<file path="config.mk">
export PLATFORM = sky130hd
export DESIGN_NAME = bit_serial_adder
export DESIGN_NICKNAME = d
export VERILOG_FILES = /design/src/rtl/bit_serial_adder.sv
export SDC_FILE = /design/constraint.sdc
export NUM_CORES = 1
export LEC_CHECK = 0
export ABC_AREA = 1
export BUFFER_PORTS_ARGS = -buffer_cell sky130_fd_sc_hd__buf_2
export CORE_MARGIN = 4
export CORE_UTILIZATION = 54
export CTS_CLUSTER_DIAMETER = 200
export DETAILED_ROUTE_END_ITERATION = 10
export PLACE_DENSITY = 0.83
export SLEW_MARGIN = 0
export SYNTH_ARGS = -nofsm -noshare
export SYNTH_HDL_FRONTEND = slang
export SYNTH_SLANG_ARGS = --single-unit
</file>
<file path="constraint.sdc">
create_clock -name clk -period 1.5 [get_ports clk]
set_input_delay 0.075 -clock clk [delete_from_list [all_inputs] [get_ports clk]]
set_output_delay 0.075 -clock clk [all_outputs]
set_load 0.05 [all_outputs]
</file>
<file path="src/rtl/bit_serial_adder.sv">
// Bit-serial adder: one full-adder cell plus a carry flop, LSB first, one bit per clock.
// Optional signed-overflow output enabled by defining SERIAL_ADD_OVF_EN.
module bit_serial_adder #(
    parameter int WIDTH = 8
) (
    input  logic             clk,
    input  logic             rst,
    input  logic             start,
    input  logic [WIDTH-1:0] a,
    input  logic [WIDTH-1:0] b,
    input  logic             cin,
    output logic             busy,
    output logic             done,
    output logic [WIDTH-1:0] sum,
    output logic             cout
`ifdef SERIAL_ADD_OVF_EN
    ,output logic            ovf
`endif
);

    localparam int CW = $clog2(WIDTH + 1);

    typedef enum logic [1:0] {S_IDLE, S_SHIFT, S_DONE} state_t;

    state_t           r_state, w_next;
    logic [WIDTH-1:0] r_a_sh, r_b_sh;
    logic [WIDTH-2:0] r_res;
    logic             r_carry;
    logic [CW-1:0]    r_cnt;
    logic [WIDTH-1:0] r_sum;
    logic             r_cout;
    logic             w_s, w_c, w_accept, w_last;

    assign w_s      = r_a_sh[0] ^ r_b_sh[0] ^ r_carry;
    assign w_c      = (r_a_sh[0] & r_b_sh[0]) | (r_a_sh[0] & r_carry) | (r_b_sh[0] & r_carry);
    assign w_accept = (r_state == S_IDLE) && start;
    assign w_last   = (r_state == S_SHIFT) && (r_cnt == CW'(WIDTH - 1));

    always_ff @(posedge clk or posedge rst) begin
        if (rst) r_state <= S_IDLE;
        else     r_state <= w_next;
    end

    always_comb begin
        w_next = r_state;
        case (r_state)
            S_IDLE:  if (start) w_next = S_SHIFT;
            S_SHIFT: if (w_last) w_next = S_DONE;
            S_DONE:  w_next = S_IDLE;
            default: w_next = S_IDLE;
        endcase
    end

    // r_res holds only the upper WIDTH-1 result bits; the final bit comes straight from the cell.
    always_ff @(posedge clk or posedge rst) begin
        if (rst) begin
            r_a_sh  <= '0;
            r_b_sh  <= '0;
            r_res   <= '0;
            r_carry <= 1'b0;
            r_cnt   <= '0;
            r_sum   <= '0;
            r_cout  <= 1'b0;
        end else if (w_accept) begin
            r_a_sh  <= a;
            r_b_sh  <= b;
            r_carry <= cin;
            r_cnt   <= '0;
            r_res   <= '0;
        end else if (r_state == S_SHIFT) begin
            r_a_sh  <= r_a_sh >> 1;
            r_b_sh  <= r_b_sh >> 1;
            r_res   <= (WIDTH-1)'({w_s, r_res} >> 1);
            r_carry <= w_c;
            r_cnt   <= r_cnt + CW'(1);
            if (w_last) begin
                r_sum  <= {w_s, r_res};
                r_cout <= w_c;
            end
        end
    end

`ifdef SERIAL_ADD_OVF_EN
    logic r_ovf;
    // r_carry is the carry into the MSB while the last bit is processed.
    always_ff @(posedge clk or posedge rst) begin
        if (rst)         r_ovf <= 1'b0;
        else if (w_last) r_ovf <= r_carry ^ w_c;
    end
    assign ovf = r_ovf;
`endif

    assign busy = (r_state != S_IDLE);
    assign done = (r_state == S_DONE);
    assign sum  = r_sum;
    assign cout = r_cout;

endmodule

</file>
Yosys cells after proc, flatten, opt, wreduce, memory -nomap -nowiden. Index checks and enable logic that the tools add are counted.

Reductions and logical operators: 7. Muxes and demuxes: 13. Bitwise logic cells: 8. Equality and inequality tests: 5. Add/subtract/negate cells: 1.

Operators by type and width (number): $mux W8 (4); $mux W7 (2); $mux W4 (2); $add A4 B1 Y4 const B (1); $eq A4 B3 Y1 const B (1); $mux W2 (2); $ne A2 B2 Y1 const B (2); $pmux W2 S2 (1); $reduce_bool A2 Y1 (2); $and A1 B1 Y1 (3); $reduce_and A3 Y1 (1); $eq A2 B1 Y1 const B (1); $eq A2 B2 Y1 const B (1); $logic_and A1 B1 Y1 (2); $logic_not A2 Y1 (1); $mux W1 (2); $or A1 B1 Y1 (2); $reduce_and A2 Y1 (1); $xor A1 B1 Y1 (2); $not A1 Y1 (1).

Bits of input ports: 20. Output and inout bits: 11. Flip-flop bits (word level): 39. Logic and storage cells: 42.

Longest topological paths before layout.
Depth in word-level cells: 5. Depth in mapped cells: 7. Depth with buffers taken out: 7.

Least setup slack after synthesis. No wires, ideal clock.

Kind: flip-flop to output port. Start point: reg r_state[1]. End point: out done. Stages on the path, launching flop included: 3. Setup slack: 0.319 ns. Data arrival time: 1.106 ns. Data required time: 1.425 ns. Buffers on the path: 0. Cells stage by stage: dfrtp_1 inv_1 nor2_1.

Cells in the longest elaborated chain, start to end: 1.

RTL lines: start, declared (line 25) `state_t r_state, w_next;`; start signal, assigned (line 41) `else r_state <= w_next;`; $eq A2 B2 Y1 (line 94) `assign done = (r_state == S_DONE);`; end, declared (line 13) `output logic done,`.

No other way between the ends.

Final worst setup path.
Start point: reg r_cnt[0]. End point: reg r_sum[3], in the netlist sum[3].

Cells in the longest elaborated chain, start to end: 3.

RTL lines: start, declared (line 29) `logic [CW-1:0] r_cnt;`; start signal, assigned (line 75) `r_cnt <= r_cnt + CW'(1);`; $eq A4 B3 Y1 (line 37) `assign w_last = (r_state == S_SHIFT) && (r_cnt == CW'(WIDTH - 1));`; $logic_and A1 B1 Y1 (line 37); $reduce_and A3 Y1 (no line); end signal, assigned (line 77) `r_sum <= {w_s, r_res};`; end, declared (line 30) `logic [WIDTH-1:0] r_sum;`.

No other way between the ends. A chain may end at the register's enable or synchronous reset.

==> results.toml <==
[die]
die_w_um = 63.7
row_count = 19
dieArea_sq_um = 4050
chipHeight_um = 63.7
initial_core_util_pct = 58.6
io_pins = 31
core_area_sq_um = 2850

[timing]
hold_viol_final = 0
final.min_clock_period_ps = 1310
fin_setup_tns_ps = 0
rsz0062_at_grt = "no"
setup_viol = 0
worst_pin_slew_ps = 475
holdWs_ps = 79.7
relSlewSlack_pct = 68.3
fin_crit_sh_pct = 87.3
final_max_slew_viol_count = 0
clock-skew-final_ps = 3.43
max_freq_mhz = 764

[setup_path]
critPathMaxStageDelay_ps = 400
r2r_slack_ps = 190
worstReg2RegEnd = "sum[3]$_DFFE_PP0P_"
path_buf_inv = 1
crit_type = "flip-flop to flip-flop"
crit_slowest_cell = "dfrtp_1"
required_ps = 1780
cp_top_family = "flip-flops"
cp-end-kind = "flip-flop"
cp_max_fo = 14
worstRegToRegCells = 6
cp.arrival_ps = 1590
worst_setup_path_start_kind = "flip-flop"
cp_num_cells = 6
crit_chain = "ha_1 -> nand2_1 -> nor2_2 -> nand2_4 -> buf_4 -> o21ai_2"
rr_startpoint = "r_cnt[0]$_DFFE_PP0P_"

[pwr]
power_frac_comb_pct = 44.4
p_switching_uw = 1790
total_power_uw = 4020
ir_drop_mv = 1.03
p_sw_share_pct = 44.5
p_per_area_nw_per_um2 = 1930
p_int_uw = 2230
p_leak_uw = 0.00111
pwr-share-seq_pct = 43.1
clkPwrFrac_pct = 12.5

[place]
place_inst = 247
portBuffers = 30
dpl.hpwl_um = 2030
gp_congestion = 0.762

[yosys]
synth_top_area_share_pct = 58.3
synth_edf_count = 0
synthFlopType = "dfrtp_1"
yosysMostFrequentCell = "nand2_1"
ys_seq_area_share_pct = 58.3
async_flop_share_pct = 100
syn_inst = 188
synthTopCellsByCount = "84 x nand2_1, 39 x dfrtp_1, 16 x nand3_1, 14 x inv_1, 10 x o21ai_0"
yosys.area.top_type = "dfrtp_1"
avgSynthCellArea_sq_um = 8.90
synth_fp_nets = 210
yosysWarnings = 0
synthTopCellsByArea = "dfrtp_1 58%, nand2_1 19%, nand3_1 4.8%"
yosysUniqueCellTypes = 17
ys_ff_latch = 39
syn_area_sq_um = 1670

[worst_hold_path]
hold_path.class = "input port to flip-flop"
min_to = "r_state[0]$_DFFE_PP0P_"
holdCritStartpoint = "start"
whs_path_depth = 3

[clock_tree]
cts-htree-levels = 2
worstSkewPairLatency_ps = 340
post-cts-setup-buffers = 0
path_clk_slew_ps = 110
clock_sinks = 39
cts_tree = "built"
clk_path_buf_depth = 2
numCtsBuffers = 5
root_buffer = "clkbuf_4"

[global_route]
grt_pass1_vias = 1293
grtUsageMet1_pct = 26.5
antenna_found_initial = 0
grt_pass1_wl_um = 6180
grt-ovfl-total = 0
use_met2_pct = 30.2
grtUsageTotal_pct = 19.9
grt_max_degree = 40
grt_use_met3_pct = 6.75
busiest_layer = "met2"

[routing]
num_vias = 1349
final_antenna_net_count = 0
drcViolationCount = 0
first_pass_iters = 6
wl_per_cell_um = 12.7
routed_via_density = 4.94
wl_um = 3460
drt_iter0_drc = 53

[layout]
post_layout_nonfiller_instances = 273
seq_area_sq_um = 976
n_antenna_cell = 0
fillers = 217
drive_gt1_share_pct = 21.5
final_core_util_pct = 73.1
syn_to_final_growth_pct = 24.7
multi_input_area_sq_um = 588
nNetsFinal = 263

[job]
drv_cap = 0

[outcome]
outcome = "completed"
==> per-stage QoR <==
stage | setup slack [ps] | instance area (sq um)
3_5_place_dp | 164 | 1850
5_1_grt | 61.5 | 2090
6_report | 191 | 2090
4_1_cts | 144 | 2080
3_3_place_gp | 221 | 1850
2_1_floorplan | 319 | 1670
==> cells by family after synthesis <==
family / after synthesis / share of synthesized area (%)
fa+ha+maj: 2 / 1.94
simple gates: 107 / 26.0
buf+inv: 22 / 6.81
flops: 39 / 58.3
compound gates: 18 / 6.96
==> final cells by class <==
cell class | instances | area share [%]
clock buffers | 7 | 2.16
clock inverters | 1 | 0.240
inverters | 16 | 2.88
multi-input cells | 127 | 28.2
flip-flops and latches | 39 | 46.8
well taps | 31 | 1.86
repair buffers | 52 | 17.9
==> tightest hold or removal path, delay by kind of cell <==
kind	cells	cell delay, ps
buffers and inverters	1	120
AOI/OAI and AO/OA	1	80
and+or+nand+nor	1	120
==> cells in the final DEF, fill, tap and decap left out, drive strengths merged, types with 6 or more instances in the layout <==
cell | netlist | routed
buf | 6 | 34
clkbuf | 0 | 7
dfrtp | 39 | 39
dlygate4sd3 | 0 | 18
inv | 16 | 16
nand2 | 85 | 85
nand3 | 16 | 16
nor2 | 6 | 6
o21ai | 17 | 17
==> how the worst max path moves through the flow <==
stage	start	end	slack, ps
2_1_floorplan	r_state[1]$_DFFE_PP0P_	done	320
3_3_place_gp	r_cnt[0]$_DFFE_PP0P_	cout$_DFFE_PP0P_	220
3_5_place_dp	r_cnt[0]$_DFFE_PP0P_	sum[0]$_DFFE_PP0P_	160
4_1_cts	r_cnt[0]$_DFFE_PP0P_	sum[0]$_DFFE_PP0P_	140
5_1_grt	r_state[1]$_DFFE_PP0P_	r_res[3]$_DFFE_PP0P_	60
6_report	r_cnt[0]$_DFFE_PP0P_	sum[3]$_DFFE_PP0P_	190
==> power by group through the flow <==
stage | clock, uW | combinational [uW] | sequential (uW)
floorplan | 0 | 1080 | 2000
global placement | 0 | 1700 | 1730
detailed placement | 0 | 1730 | 1740
CTS | 525 | 1780 | 1730
global route | 588 | 1990 | 1790
finish | 503 | 1790 | 1730
==> state kept, by name, indices dropped and copies added, names as in the netlist <==
signal and flops:
r_a_sh 8, r_state 2, r_b_sh 8, cout 1, r_res 7, r_carry 1
sum 8, r_cnt 4
==> per-layer routing <==
metal	wire length [um]	share of wire [%]
met5	0	0
met4	53	1.5
met3	169	4.9
met2	1690	49
met1	1550	45
==> what timing repair did <==
item | CTS | global route
endpoints found under the hold margin | 56 | 0
endpoints found under the setup margin | 0 | 1
gates resized for setup | 0 | 1
hold buffers | 18 | 0
Power figures use the tool's default switching activity.
